`config.mk`:
```
export PLATFORM = sky130hd
export DESIGN_NAME = regfile_write_arbiter_flat
export DESIGN_NICKNAME = d
export VERILOG_FILES = /design/src/rtl/regfile_pkg.sv /design/src/rtl/regfile_write_arbiter_if.sv /design/src/rtl/regfile_write_arbiter_rr_arbiter.sv /design/src/rtl/regfile_write_arbiter.sv /design/src/flat_wrapper.sv
export SDC_FILE = /design/constraint.sdc
export NUM_CORES = 1
export LEC_CHECK = 0
export BUFFER_PORTS_ARGS = -buffer_cell sky130_fd_sc_hd__buf_2
export CORE_MARGIN = 3
export CORE_UTILIZATION = 48
export CTS_CLUSTER_DIAMETER = 150
export DETAILED_ROUTE_END_ITERATION = 6
export PLACE_DENSITY = 0.81
export REMOVE_ABC_BUFFERS = 1
export SKIP_CTS_REPAIR_TIMING = 1
export SYNTH_ARGS = -nofsm -noshare
export SYNTH_HDL_FRONTEND = slang
export SYNTH_SLANG_ARGS = --single-unit
```
`constraint.sdc`:
```
create_clock -name clk -period 3.64 [get_ports clk]
set_input_delay 0.182 -clock clk [delete_from_list [all_inputs] [get_ports clk]]
set_output_delay 0.182 -clock clk [all_outputs]
set_load 0.02 [all_outputs]
```
`src/rtl/regfile_pkg.sv`:
```
// Shared constants and types for the MIPS register bank write path.
package regfile_pkg;

  localparam int ADDR_W   = 5;
  localparam int DATA_W   = 32;
  localparam int NUM_REGS = 32;

  typedef logic [4:0]  reg_addr_t;
  typedef logic [31:0] reg_data_t;

  localparam reg_addr_t REG_ZERO = 5'd0;

endpackage

```
`src/rtl/regfile_write_arbiter_if.sv`:
```
// Valid/ready request bundle from NUM_REQ write sources to the arbiter.
interface regfile_write_arbiter_if #(
  parameter int NUM_REQ = 2,
  parameter int ADDR_W  = 5,
  parameter int DATA_W  = 32
);

  logic [NUM_REQ-1:0]        req_valid;
  logic [NUM_REQ*ADDR_W-1:0] req_addr;
  logic [NUM_REQ*DATA_W-1:0] req_data;
  logic [NUM_REQ-1:0]        req_ready;

  modport master (
    output req_valid,
    output req_addr,
    output req_data,
    input  req_ready
  );

  modport slave (
    input  req_valid,
    input  req_addr,
    input  req_data,
    output req_ready
  );

endinterface

```
`src/rtl/regfile_write_arbiter_rr_arbiter.sv`:
```
// Combinational round-robin pick: first set request at or after ptr.
module rr_arbiter #(
  parameter  int N  = 2,
  localparam int IW = (N > 1) ? $clog2(N) : 1
) (
  input  logic [N-1:0]  req,
  input  logic [IW-1:0] ptr,
  output logic [N-1:0]  gnt,
  output logic [IW-1:0] idx,
  output logic          any
);

  int k;

  always_comb begin
    gnt = '0;
    idx = '0;
    any = 1'b0;
    k   = 0;
    for (int off = 0; off < N; off++) begin
      k = int'(ptr) + off;
      if (k >= N) k = k - N;
      if (!any && req[k]) begin
        any    = 1'b1;
        gnt[k] = 1'b1;
        idx    = IW'(k);
      end
    end
  end

endmodule

```
`src/rtl/regfile_write_arbiter.sv`:
```
// Round-robin share of the register bank write port, registered output.
module regfile_write_arbiter #(
  parameter  int NUM_REQ = 2,
  parameter  int ADDR_W  = 5,
  parameter  int DATA_W  = 32,
  parameter  int CNT_W   = 16,
  localparam int IW      = $clog2(NUM_REQ)
) (
  input  logic                 clk,
  input  logic                 rst_n,
  regfile_write_arbiter_if.slave req_if,
  input  logic                 flush,
  output logic                 rf_we3,
  output logic [ADDR_W-1:0]    rf_a3,
  output logic [DATA_W-1:0]    rf_wd3,
  output logic [IW-1:0]        grant_id,
  output logic [CNT_W-1:0]     conflict_cnt
);

  import regfile_pkg::*;

  logic [NUM_REQ-1:0] gnt;
  logic [IW-1:0]      win;
  logic               any;
  logic               xfer;
  logic [ADDR_W-1:0]  sel_addr;
  logic [DATA_W-1:0]  sel_data;

  logic [IW-1:0]      rr_q, rr_d;
  logic               we_q, we_d;
  logic [ADDR_W-1:0]  a_q, a_d;
  logic [DATA_W-1:0]  wd_q, wd_d;
  logic [IW-1:0]      gid_q, gid_d;
  logic [CNT_W-1:0]   cnt_q, cnt_d;

  rr_arbiter #(.N(NUM_REQ)) u_rr (
    .req (req_if.req_valid),
    .ptr (rr_q),
    .gnt (gnt),
    .idx (win),
    .any (any)
  );

  assign xfer     = any && !flush;
  assign sel_addr = req_if.req_addr[win*ADDR_W +: ADDR_W];
  assign sel_data = req_if.req_data[win*DATA_W +: DATA_W];

  always_comb begin
    req_if.req_ready = flush ? '0 : gnt;
  end

  always_comb begin
    rr_d  = rr_q;
    we_d  = 1'b0;
    a_d   = a_q;
    wd_d  = wd_q;
    gid_d = gid_q;
    cnt_d = cnt_q;
    if (xfer) begin
      rr_d  = (int'(win) == NUM_REQ - 1) ? '0 : win + IW'(1);
      // $zero is accepted but never written
      we_d  = (sel_addr != ADDR_W'(REG_ZERO));
      a_d   = sel_addr;
      wd_d  = sel_data;
      gid_d = win;
    end
    if (!flush && $countones(req_if.req_valid) >= 2 && cnt_q != '1)
      cnt_d = cnt_q + CNT_W'(1);
  end

  always_ff @(posedge clk or negedge rst_n) begin
    if (!rst_n) begin
      rr_q  <= '0;
      we_q  <= 1'b0;
      a_q   <= '0;
      wd_q  <= '0;
      gid_q <= '0;
      cnt_q <= '0;
    end else begin
      rr_q  <= rr_d;
      we_q  <= we_d;
      a_q   <= a_d;
      wd_q  <= wd_d;
      gid_q <= gid_d;
      cnt_q <= cnt_d;
    end
  end

  assign rf_we3       = we_q;
  assign rf_a3        = a_q;
  assign rf_wd3       = wd_q;
  assign grant_id     = gid_q;
  assign conflict_cnt = cnt_q;

endmodule

```
`src/flat_wrapper.sv`:
```
// flat-port wrapper written by rule: the top's interface ports become plain ports
module regfile_write_arbiter_flat import regfile_pkg::*;
#(
  parameter  int NUM_REQ = 2,
  parameter  int ADDR_W  = 5,
  parameter  int DATA_W  = 32,
  parameter  int CNT_W   = 16,
  localparam int IW      = $clog2(NUM_REQ)
)
  (clk, rst_n, flush, rf_we3, rf_a3, rf_wd3, grant_id, conflict_cnt, req_if_req_valid, req_if_req_addr, req_if_req_data, req_if_req_ready);
  regfile_write_arbiter_if #(.NUM_REQ(NUM_REQ), .ADDR_W(ADDR_W), .DATA_W(DATA_W)) req_if_i ();
  input  logic clk;
  input  logic rst_n;
  input  logic flush;
  output logic rf_we3;
  output logic [ADDR_W-1:0] rf_a3;
  output logic [DATA_W-1:0] rf_wd3;
  output logic [IW-1:0] grant_id;
  output logic [CNT_W-1:0] conflict_cnt;
  input wire logic [$bits(req_if_i.req_valid)-1:0] req_if_req_valid;
  input wire logic [$bits(req_if_i.req_addr)-1:0] req_if_req_addr;
  input wire logic [$bits(req_if_i.req_data)-1:0] req_if_req_data;
  output wire logic [$bits(req_if_i.req_ready)-1:0] req_if_req_ready;
  assign req_if_i.req_valid = req_if_req_valid;
  assign req_if_i.req_addr = req_if_req_addr;
  assign req_if_i.req_data = req_if_req_data;
  assign req_if_req_ready = req_if_i.req_ready;
  regfile_write_arbiter #(.NUM_REQ(NUM_REQ), .ADDR_W(ADDR_W), .DATA_W(DATA_W), .CNT_W(CNT_W)) u_core (.clk(clk), .rst_n(rst_n), .req_if(req_if_i), .flush(flush), .rf_we3(rf_we3), .rf_a3(rf_a3), .rf_wd3(rf_wd3), .grant_id(grant_id), .conflict_cnt(conflict_cnt));
endmodule
```
* Yosys cells after proc, flatten, opt, wreduce, memory -nomap -nowiden
Index checks and enable logic that the tools add are counted.
Word-level totals: memories 0, ROM bits 0, register bits after elaboration 56, memory bits (writable) 0, input port bits 79, latch bits 0
Cells by class: add/subtract/negate cells 6, mux-type cells 21, divide/modulo/power cells 0, reductions and logical operators 9, $lt $le $gt $ge 7, bitwise gates (word level) 1, shift-type cells 2, equality and inequality tests 1, multipliers 1
Operators with widths (count):
- greater-or-equal comparator 32 x 1 -> 1 bit (second input constant) | 2
- < comparator 32 x 3 -> 1 bit (second input constant) | 2
- 2-to-1 mux 32 bit | 2
- variable part select 64 x 7 -> 32 bit | 1
- greater-or-equal comparator 32 x 3 -> 1 bit (second input constant) | 1
- adder 16 x 1 -> 16 bit (second input constant) | 1
- != test 16 bit (second input constant) | 1
- 2-to-1 mux 1 bit | 14
- variable part select 10 x 5 -> 5 bit | 1
- logical AND 1 bit | 6
- 2-to-1 mux 2 bit | 3
- nonzero test 5 bit | 1
- multiplier 1 x 3 -> 4 bit (second input constant) | 1
- subtractor 1 x 2 -> 3 bit (second input constant) | 1
- subtractor 2 x 2 -> 3 bit (second input constant) | 1
- adder 1 x 1 -> 2 bit | 1
- adder 1 x 1 -> 2 bit (second input constant) | 1
- demux 1 bit (select 1 bit) | 2
- greater-or-equal comparator 1 x 2 -> 1 bit (second input constant) | 1
- greater-or-equal comparator 2 bit (second input constant) | 1
- logical NOT 1 bit | 2
- OR 2 bit | 1
- adder 1 bit (second input constant) | 1

* Longest topological paths before layout
Gate-level depths: netlist of run 1.
depth in word-level cells 13, mapped depth 6

* Modules after synthesis
From an unflattened synthesis of run 1, not the netlist that was laid out.
Unflattened totals: cells, all modules 252, area, all modules 2662.6 sq um
By module, submodules not included:
- regfile_write_arbiter | area an instance 2630.0 sq um, cells each 247, instances 1, sequential area each 1401.3 sq um
- rr_arbiter | area an instance 32.5 sq um, cells each 5, instances 1, sequential area each 0.0 sq um

* Worst setup path before layout of run 1
Ideal clock, no wire load.
kind flip-flop to flip-flop, from reg u_core.cnt_q[8], in the netlist u_core.conflict_cnt[8], to reg u_core.cnt_q[1], in the netlist u_core.conflict_cnt[1], slack 1.737 ns, arrival time 1.778 ns, stages on the path, launching flop included 6, period minus slack after synthesis 1.903 ns, data required time 3.515 ns, path through dfrtp_1 nand3_2 or3_1 buf_2 o31a_1 mux2_4
On the way: longest elaborated chain between the ends 2
RTL lines:
- start: declaration | line regfile_write_arbiter.sv:34 | logic [CNT_W-1:0] cnt_q, cnt_d;
- start signal: assignment | line regfile_write_arbiter.sv:85 | cnt_q <= cnt_d;
- != test 16 bit | line regfile_write_arbiter.sv:67 | if (!flush && $countones(req_if.req_valid) >= 2 && cnt_q != '1)
- logical AND 1 bit | line regfile_write_arbiter.sv:67
No other way between the ends. A chain may end at the register's enable or synchronous reset.

* Worst setup path after layout of run 1
from reg u_core.rr_q, to out req_if_req_ready[1]
On the way: longest elaborated chain between the ends 10, elaborated cells between the ends (all ways) 30
RTL lines:
- start: declaration | line regfile_write_arbiter.sv:29 | logic [IW-1:0] rr_q, rr_d;
- start signal: assignment | line regfile_write_arbiter.sv:80 | rr_q <= rr_d;
- adder 1 x 1 -> 2 bit (tied with other cells) | line regfile_write_arbiter_rr_arbiter.sv:21 | k = int'(ptr) + off;
- subtractor 2 x 2 -> 3 bit (tied with other cells) | line regfile_write_arbiter_rr_arbiter.sv:22 | if (k >= N) k = k - N;
- 2-to-1 mux 32 bit (tied with other cells) | line regfile_write_arbiter_rr_arbiter.sv:22
- greater-or-equal comparator 32 x 1 -> 1 bit (implied by the code) (tied with other cells) | line regfile_write_arbiter_rr_arbiter.sv:25 | gnt[k] = 1'b1;
- logical AND 1 bit (implied by the code) (tied with other cells) | line regfile_write_arbiter_rr_arbiter.sv:25
- 2-to-1 mux 1 bit (implied by the code) (tied with other cells) | line regfile_write_arbiter_rr_arbiter.sv:25
- demux 1 bit (select 1 bit) (tied with other cells) | line regfile_write_arbiter_rr_arbiter.sv:25
- OR 2 bit (no line) / logical AND 1 bit (equally long branches)
- 2-to-1 mux 2 bit * | line regfile_write_arbiter_rr_arbiter.sv:23 | if (!any && req[k]) begin
- 2-to-1 mux 2 bit * | line regfile_write_arbiter.sv:49 | req_if.req_ready = flush ? '0 : gnt;
- end: declaration | line flat_wrapper.sv:23 | output wire logic [$bits(req_if_i.req_ready)-1:0] req_if_req_ready;
Every way passes the cells marked *; elsewhere a longest branch is shown, timed or not. The select of a mux whose other input is x is not followed.

==> key figures, run 1 <==
Power and ir drop
  – LEAKAGE: ~1.9 nW
  – Pwr dens: about 460 mW/mm^2
  – Worst VDD drop: between 200 and 250 uV

Routing
  – Per-cell routed wire length: 14.0 um
  – Vias: 2294
  – Number of DRC markers in iteration 0: between 100 and 150
  – DR DRC count: 0
  – Final wirelength: about 6300 um
  – Final ANT Viol Nets: 0
  – Vias per cell: 5.10
  – DRT Pass-1 Iters: 4

Die
  – Starting density of the core: about half
  – Row cnt: 26
  – DIE AREA: 0.00634 mm^2
  – Die Ht: between 70 and 80 um
  – Die W: ~80 um
  – CORE AREA: ~0.0052 mm^2
  – I/O Pins: approximately 140

STA
  – Final period utilization: ~54%
  – TNS Setup: 0 ps
  – Maximum clock frequency: roughly 510 MHz
  – Slew Limit Fails: 0
  – Final number of hold-violating endpoints: 0
  – RSZ-0062 raised after global routing: no
  – Slew @ Worst Pin: slightly below 900 ps
  – Relative slew slack: 41.9%
  – Clk_skew: 6.59 ps
  – Setup-failing EPs final: 0
  – Worst hold slack: 75.8 ps
  – Minimum clock period: roughly 2000 ps

Clocking
  – Clk sinks: between 50 and 60
  – Worst-Skew Late Latency: 300 ps
  – H-tree depth: 2
  – Clock buffer depth: 2
  – TritonCTS Buffers: 5
  – CTS root buf: clkbuf_8
  – Clock Pin Slew Worst Setup and Hold Paths: ~100 ps
  – CTS tree: yes

Layout
  – Layout Nets: between 400 and 500
  – ANT cells: 0
  – Fraction of layout instances using a drive strength above 1: around two fifths
  – Layout area overhead: 33.5%

Critical path
  – Critical Path Fanout Max: 17
  – CP endpoint kind: primary output
  – WP data arrival: 1770 ps
  – Worst Setup Start Kind: flop
  – Crit Path Category: reg -> out
  – Worst path required time: around 3500 ps

GRT
  – Vias in the first global route: between 2000 and 2500
  – GRT overflow: 0
  – Gr usage total: 19.8%
  – Pin count of the biggest net entering global routing: 38
  – First-pass GRT wire length: 9870 um
  – Initial antenna violation count: 0

Place
  – Dpl hpwl: between 5000 and 6000 um
  – Routability cong.: 0.867
  – Port Buffer Count: approximately 140

Synth
  – Synth area leaders: dfrtp_1 54%, mux2i_1 12%, o21ai_0 6.4%
  – Ys flop type: dfrtp_1
  – Syn Inst Count: between 200 and 250
  – Synth top cells by count: 56 x dfrtp_1, 37 x nand2_1, 33 x o21ai_0, 32 x mux2i_1, 9 x clkbuf_1
  – Number of synthesized flops with an enable pin: 0
  – Post-synth ARST share: 100%
  – Largest area contributor in the netlist: dfrtp_1
  – Avg Synthesized Cell Area: between 10 and 15 um^2
  – Ys Warns: 0
  – Synthesized flop and latch total: 56
  – Distinct cells, synth: 32
  – Most common cell in the netlist: dfrtp_1
  – Mapped Area: approximately 0.0026 mm^2
  – Sequential area share after synthesis: between 50% and 60%
  – Top cell type's share of synthesized area: 53.9%

Run status
  – Status: finished, final reports clean

Job
  – Maximum Capacitance Violations: 0

Min path
  – HP Class: in -> reg
==> routing by layer <==
layer	vias up	global-route usage (%)	wire length, um
li1	1132	-	-
met1	1065	24.4	2520
met2	91	34.1	3150
met3	6	5.64	555
met4	0	5.15	61
met5	-	0	0
==> placed cells by master, fill, tap and decap left out, drive strengths merged, types with 5 or more instances in the layout <==
cell type / Yosys / final
a22o: 5 / 5
buf: 4 / 138
clkbuf: 9 / 6
nand4: 5 / 5
nor2: 6 / 6
a21o: 7 / 7
xnor2: 5 / 5
nand3: 7 / 7
o21ai: 33 / 33
dfrtp: 56 / 56
xor2: 7 / 7
nand2: 37 / 37
nor4: 5 / 5
mux2i: 32 / 32
==> report_power, final <==
part	switching (mW)	internal, mW	total [mW]
Clock	0.190	0.204	0.394
Combinational	0.266	0.178	0.444
Sequential	0.0652	0.710	0.775
==> registers in the layout, indices dropped and copies added, names as in the netlist <==
name                 count
u_core.grant_id          1
u_core.rf_wd3           32
u_core.rf_a3             5
u_core.rf_we3            1
u_core.conflict_cnt     16
u_core.rr_q              1
==> final cells by class <==
class	count	area, um^2
fillers	421	1700
flip-flops and latches	56	1400
multi-input cells	173	1150
repair buffers	139	708
well taps	70	87.6
clock buffers	6	72.6
clock inverters	2	35.0
inverters	4	15.0
==> critical path: stages, from the launching register on <==
cell and delay (ps):
dfrtp_1 430, o21ai_4 550, nor2_1 270, buf_2 230
==> through the flow <==
step | util, % | power, mW | cells | area [um^2] | worst slack [ps]
after floorplan | - | 1.05 | 233 | 2550 | -1570
after global placement | 64.9 | 1.22 | 441 | 3350 | 1800
after detailed placement | 64.9 | 1.24 | 441 | 3350 | 1740
after CTS | 66.9 | 1.63 | 449 | 3460 | 1650
after global routing | 67.1 | 1.70 | 450 | 3470 | 1550
final | 67.1 | 1.61 | 450 | 3470 | 1680
==> kinds of logic after synthesis <==
kind of cell / count (synthesis) / share of synthesized area, %
simple gates: 72 / 13.2
flops: 56 / 53.9
compound gates: 55 / 12.8
mux: 33 / 12.9
buf+inv: 17 / 2.65
xor+xnor: 12 / 4.04
fa+ha+maj: 1 / 0.481
==> final timing paths <==
| kind | from | to | slack [ps] | depth (start not counted) |
|---|---|---|---|---|
| max | u_core.rr_q$_DFFE_PN0P_ | req_if_req_ready[1] | 1680 | 3 |
| min | req_if_req_data[59] | u_core.rf_wd3[27]$_DFFE_PN0P_ | 80 | 2 |
| max reg2reg | u_core.conflict_cnt[12]$_DFFE_PN0P_ | u_core.conflict_cnt[1]$_DFFE_PN0P_ | 1760 | 4 |
| min reg2reg | u_core.rf_a3[1]$_DFFE_PN0P_ | u_core.rf_a3[1]$_DFFE_PN0P_ | 480 | 2 |
| max in group asynchronous | rst_n | u_core.conflict_cnt[13]$_DFFE_PN0P_ | 2410 | 3 |
| min in group asynchronous | rst_n | u_core.rf_wd3[19]$_DFFE_PN0P_ | 420 | 2 |
(Power assumes the default switching activity.)
==> run 2, diff against run 1 <==
- CORE_UTILIZATION: 48 -> 45
- PLACE_DENSITY: 0.81 -> 0.77
- clock period: 3.64 -> 1.98 ns (I/O delays scaled with it)
==> key figures, run 2 (same netlist as run 1, synthesis figures left out) <==
STA
  – Slew Limit Fails: 0
  – Final period utilization: 94.1%
  – Final number of hold-violating endpoints: 0
  – Minimum clock period: 1860 ps
  – Relative slew slack: a little under three fifths
  – Maximum clock frequency: about 540 MHz
  – Slew @ Worst Pin: ~640 ps
  – RSZ-0062 raised after global routing: no
  – Final WS setup: 116 ps
  – Clk_skew: about 3.7 ps
  – TNS Setup: 0 ps
  – Setup-failing EPs final: 0

Critical path
  – RR Startpoint: u_core.conflict_cnt[13]$_DFFE_PN0P_
  – CP max stage delay: roughly 440 ps
  – Worst path required time: 2170 ps
  – R2r setup slk: about 120 ps
  – Slowest CP cell: dfrtp_1
  – Worst Setup EP: u_core.conflict_cnt[1]$_DFFE_PN0P_
  – Cells on worst reg2reg path: 4
  – WP data arrival: 2050 ps
  – RR Endpoint: u_core.conflict_cnt[1]$_DFFE_PN0P_
  – Cell family with most CP delay: simple AND/OR/NAND/NOR gates
  – Worst Setup Start Kind: flop
  – Critical path, cell by cell: nand4_1 -> or3_1 -> o31a_1 -> mux2_4
  – Critical Path Fanout Max: 6
  – Crit Path Category: reg -> reg
  – WP buf/inv: 0
  – CP endpoint kind: flop
  – CP Depth: 4
  – Setup crit start: u_core.conflict_cnt[13]$_DFFE_PN0P_

Power and ir drop
  – LEAKAGE: around 2 nW
  – Pwr dens: 835 mW/mm^2
  – Total power: 2.99 mW
  – Worst VDD drop: about 460 uV

Layout
  – Commonest non-fill, non-tap cells in the layout: 135 x buf_2, 56 x dfrtp_1, 37 x nand2_1, 32 x mux2i_1, 32 x o21ai_0
  – Max reg flops: 32
  – Multi-input gate area: 0.00115 mm^2
  – Fraction of layout instances using a drive strength above 1: around 40%
  – Fill count: 481
  – Layout area overhead: 37.8%
  – ANT cells: 0
  – Layout Nets: 467
  – Post-route cell area: around 0.0036 mm^2
  – Most common cell after layout, fill and taps aside: buf_2
  – Fin util: 64.7%
  – Storage cell area: ~0.0014 mm^2

Job
  – Maximum Capacitance Violations: 0

Die
  – Die Ht: 82.0 um
  – Starting density of the core: between 40 and 50%
  – I/O Pins: 136
  – Row cnt: 27
  – CORE AREA: 0.00554 mm^2
  – Die W: between 80 and 90 um
  – DIE AREA: just under 0.007 mm^2

Place
  – DP Worst Slack: 146 ps
  – Dpl hpwl: slightly below 5000 um
  – Port Buffer Count: between 100 and 150
  – Routability cong.: 0.892
  – DP Area: about 0.0034 mm^2

Run status
  – Status: finished, final reports clean

Routing
  – DR DRC count: 0
  – Number of DRC markers in iteration 0: 95
  – Vias: roughly 2300
  – Per-cell routed wire length: roughly 14 um
  – Final ANT Viol Nets: 0
  – Final wirelength: around 6300 um
  – Vias per cell: roughly 4.9
  – DRT Pass-1 Iters: 4

GRT
  – First-pass GRT wire length: 9780 um
  – Pin count of the biggest net entering global routing: 73
  – Gr usage total: about a fifth
  – GRT overflow: 0
  – Vias in the first global route: approximately 2100
  – Initial antenna violation count: 0

Clocking
  – CTS root buf: clkbuf_8
  – Clock Pin Slew Worst Setup and Hold Paths: ~90 ps
  – Clk sinks: 56
  – H-tree depth: 2
  – TritonCTS Buffers: 5
  – Clock buffer depth: 2
  – CTS tree: yes
  – Worst-Skew Late Latency: roughly 300 ps

Min path
  – HP Class: in -> reg
==> run 2: cell count changes in the layout (fill, tap and decap cells not counted), sizes merged <==
cell and delta:
dlygate4sd3 +4, buf +4
==> run 2: worst min-delay path by stage <==
stage	start	endpoint	slack, ps	depth (start not counted)
floorplan	rst_n	u_core.conflict_cnt[0]$_DFFE_PN0P_	-200	0
global placement	rst_n	u_core.conflict_cnt[10]$_DFFE_PN0P_	160	1
detailed placement	rst_n	u_core.conflict_cnt[10]$_DFFE_PN0P_	160	1
CTS	rst_n	u_core.conflict_cnt[13]$_DFFE_PN0P_	-180	1
global route	req_if_req_data[59]	u_core.rf_wd3[27]$_DFFE_PN0P_	9	2
finish	req_if_req_data[59]	u_core.rf_wd3[27]$_DFFE_PN0P_	3	2
==> run 2: cell type report <==
type / count / share of cell area, %
Inverter: 4 / 0.419
Timing Repair Buffer: 147 / 22.8
Multi-Input combinational cell: 173 / 32.2
Tap cell: 72 / 2.51
Clock buffer: 6 / 2.03
Clock inverter: 2 / 0.978
Sequential cell: 56 / 39.1
==> run 2: through the flow <==
stage               std cells  hold WS, ps
global route              460         9.30
finish                    460         3.10
global placement          447          156
floorplan                 233         -197
CTS                       455         -175
detailed placement        447          163
==> run 2: worst register-to-register path, stage by stage (launching register included) <==
cell and delay (ps):
dfrtp_1 440, nand4_1 170, or3_1 440, o31a_1 400, mux2_4 310
==> run 2: power by group <==
part	internal [mW]	switching, mW
logic	0.344	0.498
clock network	0.376	0.346
registers	1.30	0.122
total	2.02	0.966
==> run 2: layer usage <==
layer	GRT usage [%]	vias up	wire (um)
met5	0	-	0
met4	5.15	0	65
met2	31.0	103	3050
met3	7.02	4	588
li1	-	1146	-
met1	23.6	1019	2610
==> run 3, diff against run 2 <==
==> constraint.sdc (replaced) <==
create_clock -name clk -period 1.98 [get_ports clk]
set_input_delay 0 -clock clk [delete_from_list [all_inputs] [get_ports clk]]
set_output_delay 0 -clock clk [all_outputs]
set_load 0.02 [all_outputs]
==> key figures, run 3 (same netlist as run 1, synthesis figures left out) <==
Clocking
  – TritonCTS Buffers: 5
  – Worst-Skew Late Latency: 300 ps
  – H-tree depth: 2
  – Clock buffer depth: 2
  – CTS root buf: clkbuf_8
  – CTS tree: yes
  – Clk sinks: 56
  – Clock Pin Slew Worst Setup and Hold Paths: 100 ps

Layout
  – Layout Nets: 484
  – Fill count: around 450
  – ANT cells: 0
  – Layout area overhead: 45.2%
  – Commonest non-fill, non-tap cells in the layout: 135 x buf_2, 56 x dfrtp_1, 37 x nand2_1, 32 x mux2i_1, 32 x o21ai_0
  – Most common cell after layout, fill and taps aside: buf_2
  – Max reg flops: 32
  – Fraction of layout instances using a drive strength above 1: 37.9%

Power and ir drop
  – Pwr dens: around 840 mW/mm^2
  – Part of the power in registers: around 45%
  – Sw power: between 0.9 and 1 mW
  – Clock share of power: 26.8%
  – Sw Ratio: 31.0%
  – Total power: 3.16 mW
  – LEAKAGE: 2.07 nW
  – Int Pwr: roughly 2.2 mW
  – Combinational cell fraction of total power: 28.2%
  – Worst VDD drop: roughly 580 uV

GRT
  – Initial antenna violation count: 0
  – Pin count of the biggest net entering global routing: 69
  – Gr usage total: a little under a fifth
  – GRT overflow: 0
  – First-pass GRT wire length: ~9800 um
  – Vias in the first global route: approximately 2100

STA
  – Clk_skew: 9.29 ps
  – Final period utilization: slightly below 100%
  – Maximum clock frequency: between 500 and 600 MHz
  – Slew @ Worst Pin: around 630 ps
  – Slew Limit Fails: 0
  – Final WS setup: 60.3 ps
  – Setup-failing EPs final: 0
  – Minimum clock period: 1920 ps
  – Final number of hold-violating endpoints: 15
  – Worst hold slack: -20.9 ps
  – Relative slew slack: a little under 60%

Job
  – Maximum Capacitance Violations: 0

Routing
  – DR DRC count: 0
  – Final ANT Viol Nets: 0
  – Per-cell routed wire length: roughly 14 um
  – Number of DRC markers in iteration 0: a little under 100
  – Final wirelength: around 6700 um
  – Vias: 2407
  – DRT Pass-1 Iters: 4
  – Vias per cell: approximately 5.1

Critical path
  – Critical Path Fanout Max: 35
  – Cell family with most CP delay: buffers and inverters
  – Crit Path Category: reg -> reg
  – CP max stage delay: approximately 560 ps
  – R2r setup slk: 60 ps
  – Worst path required time: 2170 ps
  – Slowest CP cell: dlygate4sd3_1
  – CP endpoint kind: flop
  – WP data arrival: 2110 ps
  – Worst Setup Start Kind: flop
  – WP buf/inv: 2
  – Critical path, cell by cell: o21ai_4 -> buf_12 -> nor2_1 -> a21o_1 -> dlygate4sd3_1

Min path
  – HP Class: in -> reg

Run status
  – Status: finished, violations left
  – Failing checks: hold timing

Place
  – Routability cong.: 0.922
  – DP Worst Slack: approximately 210 ps
  – Port Buffer Count: 135
  – Dpl hpwl: around 4900 um

Die
  – DIE AREA: approximately 0.0067 mm^2
  – Row cnt: 27
  – I/O Pins: roughly 140
  – CORE AREA: between 0.005 and 0.006 mm^2
  – Die W: ~82 um
  – Starting density of the core: 46.9%
  – Die Ht: ~80 um
run 3: cell types whose count changed in the layout (fill, tap and decap cells not counted):
cell / delta
buf_4: -1
clkinv_2: -1
bufinv_16: +1
clkbuf_1: -1
dlygate4sd3_1: +18
run 3: cell type report:
cell class              count  area, um^2  area share (%)
flip-flops and latches     56        1400            37.1
well taps                  72        90.1            2.39
clock buffers               5        68.8            1.82
multi-input cells         173        1150            30.5
repair buffers            164         988            26.2
inverters                   4        15.0           0.398
clock inverters             2        60.1            1.59
run 3: power by group through the flow:
stage	registers (mW)	clock network (mW)	logic, mW
floorplan	1.63	0	0.296
global placement	1.43	0	0.829
detailed placement	1.44	0	0.849
CTS	1.42	0.870	0.848
global route	1.45	0.917	0.970
finish	1.42	0.847	0.891
run 3: worst register-to-register path: stages, from the launching register on:
cell and delay (ps):
dfrtp_1 430, o21ai_4 180, buf_12 250, nor2_1 190
a21o_1 210, dlygate4sd3_1 560
run 3: worst paths after layout:
check	startpoint	end	cells past startpoint
max	u_core.rr_q$_DFFE_PN0P_	u_core.rf_wd3[30]$_DFFE_PN0P_	5
min	req_if_req_data[4]	u_core.rf_wd3[4]$_DFFE_PN0P_	3
max reg2reg	u_core.rr_q$_DFFE_PN0P_	u_core.rf_wd3[30]$_DFFE_PN0P_	5
min reg2reg	u_core.rf_wd3[18]$_DFFE_PN0P_	u_core.rf_wd3[18]$_DFFE_PN0P_	2
max in group asynchronous	rst_n	u_core.rf_a3[2]$_DFFE_PN0P_	3
min in group asynchronous	rst_n	u_core.conflict_cnt[10]$_DFFE_PN0P_	2
run 3: per-layer routing:
metal | vias to the layer above | share of wire [%] | global-route usage, %
met5 | - | 0 | 0
met4 | 0 | 0.73 | 4.15
met3 | 4 | 8.3 | 6.14
met2 | 102 | 50 | 31.9
met1 | 1116 | 41 | 23.6
li1 | 1185 | - | -
run 3: through the flow:
| step | utilization [%] | hold slack, ps | setup TNS [ps] | instance area, um^2 | cells |
|---|---|---|---|---|---|
| after floorplan | - | -296 | -105280 | 2550 | 233 |
| after global placement | 61.7 | 52.4 | 0 | 3420 | 446 |
| after detailed placement | 61.7 | 57.2 | 0 | 3420 | 446 |
| after CTS | 64.0 | -274 | 0 | 3550 | 453 |
| after global routing | 68.2 | -2.91 | -1.27 | 3780 | 476 |
| final | 68.2 | -20.9 | 0 | 3780 | 476 |
